===== src/rtl/fifo_sync_flags.sv =====
// Parametrised single-clock FIFO with any depth, a fill-level output, almost-full/empty flags,
// sticky overflow/underflow and push+pop while full. FIFO_ONESHOT_EN turns push/pop into rising-edge requests.
module fifo_sync_flags #(
  parameter int DATA_WIDTH = 8,
  parameter int DEPTH      = 8,
  parameter int AF_THRESH  = DEPTH - 1,
  parameter int AE_THRESH  = 1
) (
  input  logic                         clk,
  input  logic                         reset,
  input  logic                         clear,
  input  logic [DATA_WIDTH-1:0]        data_input,
  input  logic                         push,
  input  logic                         pop,
  output logic [DATA_WIDTH-1:0]        data_out,
  output logic                         full_out,
  output logic                         empty_out,
  output logic                         almost_full,
  output logic                         almost_empty,
  output logic [$clog2(DEPTH+1)-1:0]   level,
  output logic                         overflow,
  output logic                         underflow
);

  localparam int PW = (DEPTH > 1) ? $clog2(DEPTH) : 1;
  localparam int LW = $clog2(DEPTH + 1);
  localparam logic [PW-1:0] LAST_PTR = PW'(DEPTH - 1);
  localparam logic [LW-1:0] FULL_LVL = LW'(DEPTH);

  logic [DATA_WIDTH-1:0] mem [DEPTH];

  logic [PW-1:0]         wr_ptr_reg, wr_ptr_next;
  logic [PW-1:0]         rd_ptr_reg, rd_ptr_next;
  logic [LW-1:0]         level_reg, level_next;
  logic                  overflow_reg, overflow_next;
  logic                  underflow_reg, underflow_next;
  logic [DATA_WIDTH-1:0] data_out_reg;

  // Bit 0 is push, bit 1 is pop.
  logic [1:0] req;
  logic [1:0] req_q;
  logic       push_acc, pop_acc;
  logic       full_int, empty_int;

  assign req = {pop, push};

`ifdef FIFO_ONESHOT_EN
  // Previous-cycle copy resets to 0, so a request held through reset release counts as an edge.
  logic [1:0] req_d_reg;

  always_ff @(posedge clk) begin
    if (reset) req_d_reg <= '0;
    else       req_d_reg <= req;
  end

  for (genvar gi = 0; gi < 2; gi++) begin : g_edge
    assign req_q[gi] = req[gi] & ~req_d_reg[gi];
  end
`else
  for (genvar gi = 0; gi < 2; gi++) begin : g_level
    assign req_q[gi] = req[gi];
  end
`endif

  assign full_int  = (level_reg == FULL_LVL);
  assign empty_int = (level_reg == '0);
  assign pop_acc   = req_q[1] & ~empty_int;
  // A pop in the same cycle frees the slot, so a push while full still goes in.
  assign push_acc  = req_q[0] & (~full_int | pop_acc);

  always_comb begin
    wr_ptr_next    = wr_ptr_reg;
    rd_ptr_next    = rd_ptr_reg;
    level_next     = level_reg;
    overflow_next  = overflow_reg;
    underflow_next = underflow_reg;

    if (push_acc) wr_ptr_next = (wr_ptr_reg == LAST_PTR) ? '0 : wr_ptr_reg + 1'b1;
    if (pop_acc)  rd_ptr_next = (rd_ptr_reg == LAST_PTR) ? '0 : rd_ptr_reg + 1'b1;

    if (push_acc && !pop_acc)      level_next = level_reg + 1'b1;
    else if (pop_acc && !push_acc) level_next = level_reg - 1'b1;

    if (req_q[0] && !push_acc) overflow_next  = 1'b1;
    if (req_q[1] && !pop_acc)  underflow_next = 1'b1;
  end

  always_ff @(posedge clk) begin
    if (reset || clear) begin
      wr_ptr_reg    <= '0;
      rd_ptr_reg    <= '0;
      level_reg     <= '0;
      overflow_reg  <= 1'b0;
      underflow_reg <= 1'b0;
      data_out_reg  <= '0;
    end else begin
      wr_ptr_reg    <= wr_ptr_next;
      rd_ptr_reg    <= rd_ptr_next;
      level_reg     <= level_next;
      overflow_reg  <= overflow_next;
      underflow_reg <= underflow_next;
      if (pop_acc) data_out_reg <= mem[rd_ptr_reg];
    end
  end

  // Storage is never cleared; the pointers alone define what is valid.
  always_ff @(posedge clk) begin
    if (push_acc && !reset && !clear) mem[wr_ptr_reg] <= data_input;
  end

  assign data_out     = data_out_reg;
  assign level        = level_reg;
  assign full_out     = full_int;
  assign empty_out    = empty_int;
  assign almost_full  = (int'(level_reg) >= AF_THRESH);
  assign almost_empty = (int'(level_reg) <= AE_THRESH);
  assign overflow     = overflow_reg;
  assign underflow    = underflow_reg;

endmodule


===== config.mk =====
export PLATFORM = sky130hd
export DESIGN_NAME = fifo_sync_flags
export DESIGN_NICKNAME = d
export VERILOG_FILES = /design/src/rtl/fifo_sync_flags.sv
export SDC_FILE = /design/constraint.sdc
export NUM_CORES = 1
export LEC_CHECK = 0
export ABC_AREA = 1
export BUFFER_PORTS_ARGS = -buffer_cell sky130_fd_sc_hd__buf_2
export CAP_MARGIN = 20
export CORE_UTILIZATION = 52
export CTS_CLUSTER_SIZE = 28
export DETAILED_ROUTE_END_ITERATION = 16
export GPL_TIMING_DRIVEN = 1
export PLACE_DENSITY = 0.71
export SYNTH_ARGS = -nofsm -noshare
export SYNTH_HDL_FRONTEND = slang
export SYNTH_SLANG_ARGS = --single-unit

===== constraint.sdc =====
create_clock -name clk -period 5.1 [get_ports clk]
set_input_delay 0.51 -clock clk [delete_from_list [all_inputs] [get_ports clk]]
set_output_delay 0.51 -clock clk [all_outputs]
set_load 0.01 [all_outputs]

==> flow_summary.rst, run 1 <==
.. list-table::
   :header-rows: 1

   * - Metric
     - Value
   * - Total count of max-transition violations in the final report
     - 0
   * - Max cap viols
     - 0
   * - Path category of the worst min-delay check
     - input pin to register
   * - Area growth from synthesis to final layout
     - 8.911%
   * - Worst clock skew
     - 0.009106 ns
   * - I/O pin total
     - 31
   * - Highest-delay cell along the critical path
     - nor2_1
   * - Fill count
     - 600
   * - Peak supply drop
     - about 0.23 mV
   * - Maximum fanout along the worst path
     - 8
   * - Final critical delay including setup and external delays
     - between 2 and 2.5 ns
   * - Area post-placement
     - between 3000 and 4000 µm²
   * - Buffers inserted during post-CTS setup optimization
     - 0
   * - Endpoints failing setup
     - 0
   * - Initial Util
     - 0.5479
   * - Wire length of the first global-routing pass
     - about 12000 µm
   * - Placed Instances
     - between 400 and 500
   * - Worst Max-Slew Pin Slew
     - between 0.7 and 0.8 ns
   * - Post-DP HPWL
     - around 5200 µm
   * - Longest individual stage delay on the worst path
     - between 0.5 and 0.6 ns
   * - Max reg flops
     - 64
   * - Worst-Skew Late Latency
     - 0.35 ns
   * - # port buffers
     - 30
   * - Per-instance average area after synthesis
     - ~9.9 µm²
   * - RePlAce Congestion
     - approximately 0.9
   * - Vias/cell
     - around 5.1
   * - Share of synthesized area occupied by flip-flops and latches
     - 0.6103
   * - Ys Warns
     - 0
   * - Count of routing violations after the opening detailed-route iteration
     - around 210
   * - TritonCTS clock tree
     - done
   * - Cell area after layout
     - 4144 µm²
   * - Clock Path Buffers
     - 2
   * - Largest net degree at the start of global routing
     - 36
   * - Share of the synthesized area in the top cell type
     - 0.5051
   * - Headroom to the max-slew limit
     - 0.4947
   * - Net count after synthesis
     - between 400 and 500
   * - Path type of the worst setup path
     - register to register
   * - Cell breakdown of the critical path
     - inv_1, ha_1, inv_2, nor3_2, nand2_1, nand2_2, inv_2, nand3_2, nor2_1
   * - Required time of the critical path
     - 5.09 ns
   * - Inserted Clock Buffers
     - 9
   * - Critical Path Most Common Cell
     - inv_2
   * - Netlist area before placement
     - approximately 3800 µm²
   * - Ratio of cells with drive above 1 in the final layout
     - 0.1851
   * - Startpoint type of the worst setup path
     - register
   * - Max frequency
     - roughly 450 MHz
   * - Final standard cell count with taps included and fillers excluded
     - between 500 and 600
   * - Outcome
     - completed
   * - Clock transition at path regs
     - 0.09 ns
   * - Width of the die
     - 87.54 µm
   * - Number of remaining DRC errors
     - 0
   * - Arrival time reported for the critical path endpoint
     - around 2.2 ns
   * - Vertical extent of the die
     - 87.54 µm
   * - Post-route fraction of the period consumed by the critical path
     - 0.4387
   * - Num rows
     - 30
   * - Global route overflow
     - 0
   * - Largest cells by area after synthesis
     - edfxtp_1 (51%), dfxtp_1 (11%), nand2_1 (9.0%), nand3_1 (6.7%), inv_1 (5.9%)
   * - Total power of the final layout
     - about 1300 µW
   * - Cell at the root of the clock tree
     - clkbuf_8
   * - Endpoint type of the worst setup path
     - register
   * - Placeable core area
     - just under 7000 µm²
   * - Layout net count
     - roughly 430
   * - H-tree Lvls
     - 3
   * - Tot GR Track Use
     - 0.2149
   * - Post-cts hold buffer count
     - 0
   * - Antenna violations before repair
     - 0
   * - Resize count post-CTS
     - 0
   * - Routed WL
     - about 7500 µm
   * - Residual antenna-violating net count after detailed routing
     - 0
   * - Number of detailed-route iterations in the first pass
     - 5
   * - Post-synthesis cell type count
     - 25
   * - Endpoints failing hold
     - 0
   * - Via count
     - between 2000 and 3000
   * - Total Die Area
     - between 7000 and 8000 µm²
   * - Total power divided by cell area
     - 320.7 nW/µm²
   * - Clk sink count
     - 84
   * - Leakage power of the design
     - roughly 0.0018 µW
   * - Number of synthesized register bits
     - 84
   * - Total Negative Setup Slacks
     - 0 ns
   * - Post-synth top area cell
     - edfxtp_1
   * - Number of global-route vias before repair
     - roughly 2400
   * - Number of standard cells after synthesis
     - about 380
   * - Antenna Cells
     - 0
   * - Unrepaired setup endpoints after global routing
     - no
   * - Mean routed wirelength per cell
     - 14.69 µm
per-stage QoR:
step           setup slack [ns]  utilization  hold WS, ns
2_1_floorplan             3.044            -       0.4740
3_3_place_gp              2.803       0.5705       0.4372
3_5_place_dp              2.713       0.5705       0.4408
4_1_cts                   2.840       0.5968       0.3908
5_1_grt                   2.650       0.5968       0.4003
6_report                  2.863       0.5968       0.4035
power breakdown:
group          internal (µW)  switching (µW)
sequential               745            9.13
combinational           45.9            94.7
clock                    183             251
total                    974             355
Yosys cell counts:
cell / instances
clkinv_1: 1
nor2_1: 21
nor2_8: 2
xnor2_1: 1
buf_6: 5
nand2_1: 91
nand3_2: 1
a21oi_1: 10
buf_12: 1
o21ai_0: 11
inv_2: 6
nor3_2: 1
buf_2: 6
a21oi_2: 8
nand2_2: 9
nor3_1: 1
buf_4: 2
dfxtp_1: 20
nor2_4: 1
ha_1: 8
edfxtp_1: 64
nand3_1: 51
nand2_4: 1
inv_4: 1
inv_1: 60
routing by layer:
metal	vias up	GRT usage	part of all wire
li1	1285	-	-
met1	1216	0.2954	0.45
met2	113	0.3352	0.46
met3	11	0.04618	0.069
met4	0	0.08793	0.018
met5	-	0	0
final cells by class:
type,count,area (µm²),area share
multi-input combinational,217,1104,0.2663
tap,96,120.1,0.02899
clock buffer,9,123.9,0.02989
clock inverter,7,58.81,0.01419
sequential,84,2322,0.5604
timing repair buffer,31,157.7,0.03804
inverter,68,257.7,0.06220
cells in the final DEF (no fill, tap or decap), types with 2 or more instances in the layout:
cell type   count
clkinv_4        3
dfxtp_1        20
nor2_8          2
nor2_1         21
edfxtp_1       64
clkinvlp_4      2
nand2_2         9
inv_1          60
o21ai_0        11
inv_6           2
clkbuf_8        9
buf_2          30
a21oi_1        10
nand3_1        51
nand2_1        91
ha_1            8
inv_2           6
a21oi_2         8
worst max-delay path, delay by kind of cell, from the launching register on:
family / cells / cell delay [ns]
adder cells (fa/ha/maj): 1 / 0.24
buffers and inverters: 3 / 0.33
flip-flops: 1 / 0.42
AND/OR/NAND/NOR: 5 / 0.89
cell families (layout without fill, tap and decap cells):
logic type | count (synthesis) | count (layout) | synth area share
flip-flops | 84 | 84 | 0.6103
buffers and inverters | 82 | 115 | 0.09964
adder cells (fa/ha/maj) | 8 | 8 | 0.02631
AO/OA/AOI/OAI | 29 | 29 | 0.04604
XOR/XNOR | 1 | 1 | 0.002302
AND/OR/NAND/NOR | 179 | 179 | 0.2154
final timing paths:
path / from / endpoint / slack [ns] / cells past startpoint
setup / recovery: level[0] / mem[5][3] / 2.86 / 9
hold / removal: pop / underflow / 0.40 / 3
setup reg to reg: level[0] / mem[5][3] / 2.86 / 9
hold reg to reg: underflow / underflow / 0.45 / 2
No activity file was read; power rests on OpenSTA's default activity.
==> inputs of run 2 (changes only) <==
--- a/config.mk
+++ b/config.mk
@@ -5,14 +5,14 @@
 export SDC_FILE = /design/constraint.sdc
 export NUM_CORES = 1
 export LEC_CHECK = 0
-export ABC_AREA = 1
+export ABC_AREA = 0
 export BUFFER_PORTS_ARGS = -buffer_cell sky130_fd_sc_hd__buf_2
 export CAP_MARGIN = 20
 export CORE_UTILIZATION = 52
 export CTS_CLUSTER_SIZE = 28
 export DETAILED_ROUTE_END_ITERATION = 16
 export GPL_TIMING_DRIVEN = 1
-export PLACE_DENSITY = 0.71
+export PLACE_DENSITY = 0.74
 export SYNTH_ARGS = -nofsm -noshare
 export SYNTH_HDL_FRONTEND = slang
 export SYNTH_SLANG_ARGS = --single-unit
==> constraint.sdc (replaced) <==
create_clock -name clk -period 2.01 [get_ports clk]
set_input_delay 0.201 -clock clk [delete_from_list [all_inputs] [get_ports clk]]
set_output_delay 0.201 -clock clk [all_outputs]
set_load 0.01 [all_outputs]
==> run 2 against run 1 <==
  * Wire length fell by 17%
  * Clock-buffer cell count unchanged
  * Final cell count is 28% lower
  * First-iteration DRC count fell by 42%
  * Critical path depth increased by 1
  * Flip-flop and latch count unchanged
  * Combinational power increased to 3.0 times the previous value
  * Register-to-register slack got worse by 2.8 ns
  * Synthesized area decreased by 10%
  * Sequential share of layout area is 0.49 points higher
  * Largest cell class unchanged
  * Highest routed layer unchanged
==> flow_summary.rst, run 2 <==
.. list-table::
   :header-rows: 1

   * - Metric
     - Value
   * - Clock share of power
     - 0.324 (-0.002)
   * - Worst Max-Slew Pin Slew
     - 0.5439 ns (-0.2130 ns)
   * - Top-count cell post-synth
     - edfxtp_1
   * - Proportion of power drawn by combinational gates
     - 0.122 (+0.016)
   * - Ratio of cells with drive above 1 in the final layout
     - 0.3686 (+0.1835)
   * - Endpoints failing hold
     - 0 (unchanged)
   * - Post-synth top area cell
     - edfxtp_1
   * - Share of synthesized area occupied by flip-flops and latches
     - 0.6784 (+0.06804)
   * - Width of the die
     - 83.14 µm (-5.0%)
   * - Arrival time reported for the critical path endpoint
     - 2.22 ns (about the same)
   * - Int Power
     - 2559 µW (+160%)
   * - Source of the worst register-to-register timing path
     - level[0]
   * - Cell at the root of the clock tree
     - clkbuf_8
   * - Number of detailed-route iterations in the first pass
     - 5 (unchanged)
   * - Maximum fanout along the worst path
     - 5 (-3)
   * - Commonest non-fill, non-tap cell in the layout
     - edfxtp_1
   * - Fin util
     - 0.6491 (+0.05231)
   * - Area post-placement
     - 3900 µm² (-1.5%)
   * - Placeable core area
     - 6350 µm² (-8.6%)
   * - Worst-Skew Late Latency
     - 0.37 ns (+0.02 ns)
   * - Worst Hold Depth
     - 1 (-2)
   * - Max frequency
     - 509.1 MHz (+14%)
   * - Total count of max-transition violations in the final report
     - 0 (unchanged)
   * - Main flop type after synthesis
     - edfxtp_1
   * - Wire length of the first global-routing pass
     - 9977 µm (-14%)
   * - Startpoint type of the worst setup path
     - register
   * - Number of remaining DRC errors
     - 0 (unchanged)
   * - Required time of the critical path
     - 2.27 ns (-2.82 ns)
   * - Net count after synthesis
     - 246 (-39%)
   * - Mean routed wirelength per cell
     - 16.91 µm (+15%)
   * - Initial Util
     - 0.5391 (-0.008815)
   * - Num rows
     - 29 (-3.3%)
   * - Outcome
     - completed
   * - Peak supply drop
     - 0.5695 mV (+140%)
   * - # port buffers
     - 30 (unchanged)
   * - Total power divided by cell area
     - 837.0 nW/µm² (+160%)
   * - Antenna Cells
     - 0 (unchanged)
   * - Path category of the worst min-delay check
     - input pin to register
   * - Routed WL
     - 6255 µm (-17%)
   * - Residual antenna-violating net count after detailed routing
     - 0 (unchanged)
   * - TritonCTS clock tree
     - done
   * - Endpoint type of the worst setup path
     - register
   * - Share of total power in sequential cells
     - 0.554 (-0.014)
   * - Vertical extent of the die
     - 83.14 µm (-5.0%)
   * - Cell family contributing the most delay on the critical path
     - simple AND/OR/NAND/NOR gates
   * - Largest cells by area after synthesis
     - edfxtp_1 (56%), dfxtp_1 (12%), mux2i_1 (5.0%), mux4_1 (3.1%), ha_1 (2.9%)
   * - Leading cell types in the layout, fill and taps excluded
     - edfxtp_1 (64), buf_4 (32), buf_2 (30)
   * - Post-DP HPWL
     - 4148 µm (-20%)
   * - Inserted Clock Buffers
     - 9 (unchanged)
   * - Max reg flops
     - 64 (unchanged)
   * - Headroom to the max-slew limit
     - 0.6369 (+0.1422)
   * - Max cap viols
     - 0 (unchanged)
   * - Worst reg-to-reg path cell count
     - 10 (+1)
   * - Post-cts hold buffer count
     - 0 (unchanged)
   * - H-tree Lvls
     - 3 (unchanged)
   * - Post-synthesis cell type count
     - 39 (+56%)
   * - Total Negative Setup Slacks
     - 0 ns (unchanged)
   * - Crit path setup slack, layout
     - 0.04567 ns (-2.817 ns)
   * - Ys Warns
     - 0 (unchanged)
   * - Switching power
     - 890.6 µW (+150%)
   * - Largest net degree at the start of global routing
     - 28 (-22%)
   * - Number of standard cells after synthesis
     - 225 (-41%)
   * - Net switching share of the total power
     - 0.2582 (-0.009118)
   * - Highest-delay cell along the critical path
     - or4_4
   * - Worst clock skew
     - 0.01234 ns (+0.003238 ns)
   * - Vias/cell
     - 5.605 (+9.3%)
   * - Flop2flop setup slack
     - 0.05 ns (-2.82 ns)
   * - Global route overflow
     - 0 (unchanged)
   * - Number of synthesized register bits
     - 84 (unchanged)
   * - Count of routing violations after the opening detailed-route iteration
     - 125 (-42%)
   * - Clock Path Buffers
     - 2 (unchanged)
   * - I/O pin total
     - 31 (unchanged)
   * - Path type of the worst setup path
     - register to register
   * - Most frequent cells after synthesis
     - edfxtp_1 (64), dfxtp_1 (20), nor2_1 (19), mux2i_1 (17), a21oi_1 (11)
   * - Number of global-route vias before repair
     - 2023 (-14%)
   * - Clock transition at path regs
     - 0.09 ns (about the same)
   * - Unrepaired setup endpoints after global routing
     - yes
   * - RePlAce Congestion
     - 0.7983 (-9.2%)
   * - Final critical delay including setup and external delays
     - 1.964 ns (-0.2729 ns)
   * - Layout net count
     - 309 (-28%)
   * - Tot GR Track Use
     - 0.1969 (-0.01801)
   * - Antenna violations before repair
     - 0 (unchanged)
   * - Clk sink count
     - 84 (unchanged)
   * - Cell area after layout
     - 4121 µm² (-0.54%)
   * - Area growth from synthesis to final layout
     - 20.39%
   * - Number of flops mapped to enable cells by yosys
     - 64 (unchanged)
   * - Longest individual stage delay on the worst path
     - 0.41 ns (-0.12 ns)
   * - Post-route fraction of the period consumed by the critical path
     - 0.9773 (+0.5386)
   * - Netlist area before placement
     - 3423 µm² (-10%)
   * - Per-instance average area after synthesis
     - 15.21 µm² (+53%)
   * - Number of buffers and inverters on the critical path
     - 2 (-1)
   * - Via count
     - 2074 (-21%)
   * - Cell breakdown of the critical path
     - inv_2, ha_4, and4bb_1, nand2b_4, inv_2, ha_4, or4_4, a21oi_2, xnor2_1, nor2_1
   * - Share of the synthesized area in the top cell type
     - 0.5614 (+0.05631)
   * - Capture instance of the worst register-to-register path
     - level[3]
   * - Pre-CTS setup slack
     - 0.006712 ns (-2.706 ns)
   * - Leakage power of the design
     - 0.001481 µW (-16%)
   * - Hold-critical path endpoint
     - mem[3][0]
   * - Proportion of register bits with asynchronous set or reset after synthesis
     - 0 (unchanged)
   * - CP startpoint
     - level[0]
   * - Total Die Area
     - 6911 µm² (-9.8%)
   * - Endpoints failing setup
     - 0 (unchanged)
   * - Startpoint of the lowest-slack hold path
     - data_input[0]
## run 2: changes by cell type in the layout (fill, tap and decap cells not counted), moves of 6 or more
cell | before | now
a211oi_1 | 0 | 7
a21oi_2 | 8 | 2
buf_4 | 1 | 32
inv_1 | 60 | 1
mux2i_1 | 0 | 17
nand2_1 | 91 | 9
nand2_2 | 9 | 0
nand3_1 | 51 | 0
nor3_1 | 1 | 9
o21ai_0 | 11 | 1
o22ai_1 | 0 | 8
## run 2: logic make-up (layout without fill, tap and decap cells)
| logic type | count (synthesis) | in the layout | share of synthesized area |
|---|---|---|---|
| flops | 84 | 84 | 0.6784 |
| simple gates | 61 | 61 | 0.09796 |
| compound gates | 29 | 29 | 0.05336 |
| mux | 25 | 25 | 0.1067 |
| buf+inv | 15 | 83 | 0.02668 |
| fa+ha+maj | 8 | 8 | 0.02924 |
| xor+xnor | 3 | 3 | 0.007677 |
## run 2: worst max path at each step
stage | end | slack (ns) | cells after the start
CTS | level[3] | 0.01 | 10
global route | level[3] | -0.04 | 10
global placement | level[3] | 0.05 | 10
detailed placement | mem[3][2] | 0.007 | 9
floorplan | level[3] | -0.09 | 11
finish | level[3] | 0.05 | 10
## run 2: per-layer routing
layer,GRT usage,share of wire,up-vias
li1,-,-,989
met1,0.2453,0.42,1005
met2,0.3159,0.50,66
met3,0.04175,0.054,14
met4,0.1223,0.025,0
met5,0,0,-
## run 2: power groups by stage
stage | clock [µW] | combinational [µW] | sequential (µW)
2_1_floorplan | 0 | 247 | 1970
3_3_place_gp | 0 | 395 | 1950
3_5_place_dp | 0 | 400 | 1950
4_1_cts | 1130 | 408 | 1910
5_1_grt | 1190 | 458 | 1920
6_report | 1120 | 420 | 1910
## run 2: metrics by stage
step	power, µW	std cells	hold WS [ns]
6_report	3449	370	0.09907
5_1_grt	3569	370	0.1032
4_1_cts	3453	369	0.09114
3_5_place_dp	2352	353	0.4521
3_3_place_gp	2346	353	0.4528
2_1_floorplan	2214	225	0.2999
## run 2: cell type report
type	count	area (µm²)
Sequential cell	84	2330
Inverter	4	17.52
Clock inverter	7	58.81
Multi-Input combinational cell	126	1085
Clock buffer	9	123.9
Timing Repair Buffer	63	410.4
Fill cell	463	2228
Tap cell	77	96.34
## run 2: timing repair
item,in CTS,in global routing
buffers inserted,0,1
resized for setup,3,6
pin swaps,1,3
endpoints found under the setup margin,10,34
==> inputs of run 3 (changes only) <==
--- a/config.mk
+++ b/config.mk
@@ -13,6 +13,7 @@
 export DETAILED_ROUTE_END_ITERATION = 16
 export GPL_TIMING_DRIVEN = 1
 export PLACE_DENSITY = 0.74
+export RECOVER_POWER = 25
 export SYNTH_ARGS = -nofsm -noshare
 export SYNTH_HDL_FRONTEND = slang
 export SYNTH_SLANG_ARGS = --single-unit
==> run 3 against run 2 <==
  * Die area did not move
  * Sequential share of layout area increased by 0.10 points
  * First-iteration DRC count is 13% higher
  * Clock skew decreased by 0.00066 ns
  * Clock power hardly changed
  * Global-route usage did not move
  * Non-clock buffer count unchanged
  * Setup slack got worse by 0.0025 ns
==> flow_summary.rst, run 3 (synthesis results as in run 2) <==
.. list-table::
   :header-rows: 1

   * - Metric
     - Value
   * - Outcome
     - completed
   * - Largest net degree at the start of global routing
     - 28 (unchanged)
   * - Clk sink count
     - 84 (unchanged)
   * - Share of total power in sequential cells
     - 0.556 (+0.002)
   * - Num rows
     - 29 (unchanged)
   * - Vertical extent of the die
     - 83.14 µm (unchanged)
   * - Max reg flops
     - 64 (unchanged)
   * - Proportion of power drawn by combinational gates
     - 0.121 (about the same)
   * - Leading cell types in the layout, fill and taps excluded
     - edfxtp_1 (64), buf_4 (32), buf_2 (24)
   * - Max frequency
     - 508.4 MHz (-0.13%)
   * - Max cap viols
     - 0 (unchanged)
   * - Unrepaired setup endpoints after global routing
     - yes
   * - Post-DP HPWL
     - 4148 µm (unchanged)
   * - Total power divided by cell area
     - 836.8 nW/µm² (about the same)
   * - Wire length of the first global-routing pass
     - 9977 µm (unchanged)
   * - Area growth from synthesis to final layout
     - 20.18%
   * - Leakage power of the design
     - 0.001465 µW (-1.1%)
   * - Endpoint type of the worst setup path
     - register
   * - Post-cts hold buffer count
     - 0 (unchanged)
   * - Required time of the critical path
     - 2.26 ns (about the same)
   * - Fill count
     - 468 (+1.1%)
   * - Final critical delay including setup and external delays
     - 1.967 ns (+0.002521 ns)
   * - Startpoint type of the worst setup path
     - register
   * - RePlAce Congestion
     - 0.7983 (unchanged)
   * - Total count of max-transition violations in the final report
     - 0 (unchanged)
   * - Via count
     - 2056 (-0.87%)
   * - Placed Instances
     - 353 (unchanged)
   * - Count of routing violations after the opening detailed-route iteration
     - 141 (+13%)
   * - # port buffers
     - 30 (unchanged)
   * - TritonCTS clock tree
     - done
   * - Endpoints failing setup
     - 0 (unchanged)
   * - Path category of the worst min-delay check
     - input pin to register
   * - Headroom to the max-slew limit
     - 0.6349 (-0.002001)
   * - Antenna Cells
     - 0 (unchanged)
   * - Area post-placement
     - 3900 µm² (unchanged)
   * - Int Power
     - 2557 µW (about the same)
   * - Arrival time reported for the critical path endpoint
     - 2.22 ns (about the same)
   * - Number of global-route vias before repair
     - 2023 (unchanged)
   * - Final standard cell count with taps included and fillers excluded
     - 370 (unchanged)
   * - Mean routed wirelength per cell
     - 16.81 µm (-0.58%)
   * - Net switching share of the total power
     - 0.2571 (-0.001049)
   * - Clock share of power
     - 0.323 (about the same)
   * - Tightest hold margin
     - 0.1044 ns (+0.005307 ns)
   * - Total power of the final layout
     - 3443 µW (-0.20%)
   * - Antenna violations before repair
     - 0 (unchanged)
   * - H-tree Lvls
     - 3 (unchanged)
   * - Residual antenna-violating net count after detailed routing
     - 0 (unchanged)
   * - Post-route fraction of the period consumed by the critical path
     - 0.9785 (+0.001254)
   * - Switching power
     - 885.2 µW (-0.60%)
   * - Total Die Area
     - 6911 µm² (unchanged)
   * - Vias/cell
     - 5.557 (-0.87%)
   * - Cell at the root of the clock tree
     - clkbuf_8
   * - Placeable core area
     - 6350 µm² (unchanged)
   * - Global route overflow
     - 0 (unchanged)
   * - Routed WL
     - 6219 µm (-0.58%)
   * - Width of the die
     - 83.14 µm (unchanged)
   * - Clock transition at path regs
     - 0.09 ns (about the same)
   * - Peak supply drop
     - 0.5688 mV (-0.12%)
   * - Endpoints failing hold
     - 0 (unchanged)
   * - Worst-Skew Late Latency
     - 0.36 ns (about the same)
   * - Worst clock skew
     - 0.01168 ns (-0.0006598 ns)
   * - Commonest non-fill, non-tap cell in the layout
     - edfxtp_1
   * - Clock Path Buffers
     - 2 (unchanged)
   * - Inserted Clock Buffers
     - 9 (unchanged)
   * - Number of detailed-route iterations in the first pass
     - 5 (unchanged)
   * - Maximum fanout along the worst path
     - 5 (unchanged)
   * - Total Negative Setup Slacks
     - 0 ns (unchanged)
   * - I/O pin total
     - 31 (unchanged)
   * - Ratio of cells with drive above 1 in the final layout
     - 0.3481 (-0.02048)
   * - Worst Max-Slew Pin Slew
     - 0.5469 ns (+0.002997 ns)
   * - Number of remaining DRC errors
     - 0 (unchanged)
   * - Initial Util
     - 0.5391 (unchanged)
   * - Path type of the worst setup path
     - register to register
   * - Layout net count
     - 309 (unchanged)
   * - Tot GR Track Use
     - 0.1969 (unchanged)
   * - Cell area after layout
     - 4114 µm² (-0.18%)
-- run 3: final timing paths --
check | from | end | slack [ns] | depth (start not counted)
worst max-delay path | level[0] | level[3] | 0.04 | 10
worst min-delay path | data_input[0] | mem[3][0] | 0.10 | 1
worst max register to register | level[0] | level[3] | 0.04 | 10
worst min register to register | overflow | overflow | 0.47 | 2
-- run 3: stage by stage --
stage / util / setup WS, ns
after detailed placement: 0.6142 / 0.006712
after floorplan: - / -0.08592
final: 0.6479 / 0.04315
after CTS: 0.6439 / 0.009670
after global placement: 0.6142 / 0.05096
after global routing: 0.6479 / -0.03536
-- run 3: power groups by stage --
stage               combinational, µW  clock (µW)  sequential (µW)
finish                            417        1110             1910
global route                      457        1190             1920
CTS                               408        1130             1910
detailed placement                400           0             1950
global placement                  395           0             1950
floorplan                         247           0             1970
-- run 3: critical path, cell delays in order (launching register included) --
cell	delay [ns]
dfxtp_4	0.35
inv_2	0.06
ha_4	0.14
and4bb_1	0.22
nand2b_4	0.15
inv_2	0.05
ha_4	0.16
or4_4	0.41
a21oi_2	0.14
xnor2_1	0.12
nor2_1	0.05
-- run 3: area by class of cell --
type                    count  area, µm²  share of cell area
flip-flops and latches     84       2330              0.5663
multi-input cells         126       1085              0.2637
repair buffers             63      402.9             0.09793
clock buffers               9      123.9             0.03011
well taps                  77      96.34             0.02342
clock inverters             7      58.81             0.01429
inverters                   4      17.52            0.004258
-- run 3: routing by layer --
layer / track usage / vias to the layer above / part of all wire
met4: 0.1223 / 0 / 0.023
met5: 0 / - / 0
met2: 0.3159 / 55 / 0.51
met3: 0.04175 / 10 / 0.042
li1: - / 989 / -
met1: 0.2453 / 1002 / 0.43
-- run 3: repair_timing --
item | 4_1_cts | 5_1_grt
resized for setup | 3 | 6
pin swaps | 1 | 3
endpoints found under the setup margin | 10 | 34
gates cloned | 0 | 0
buffers inserted | 0 | 1
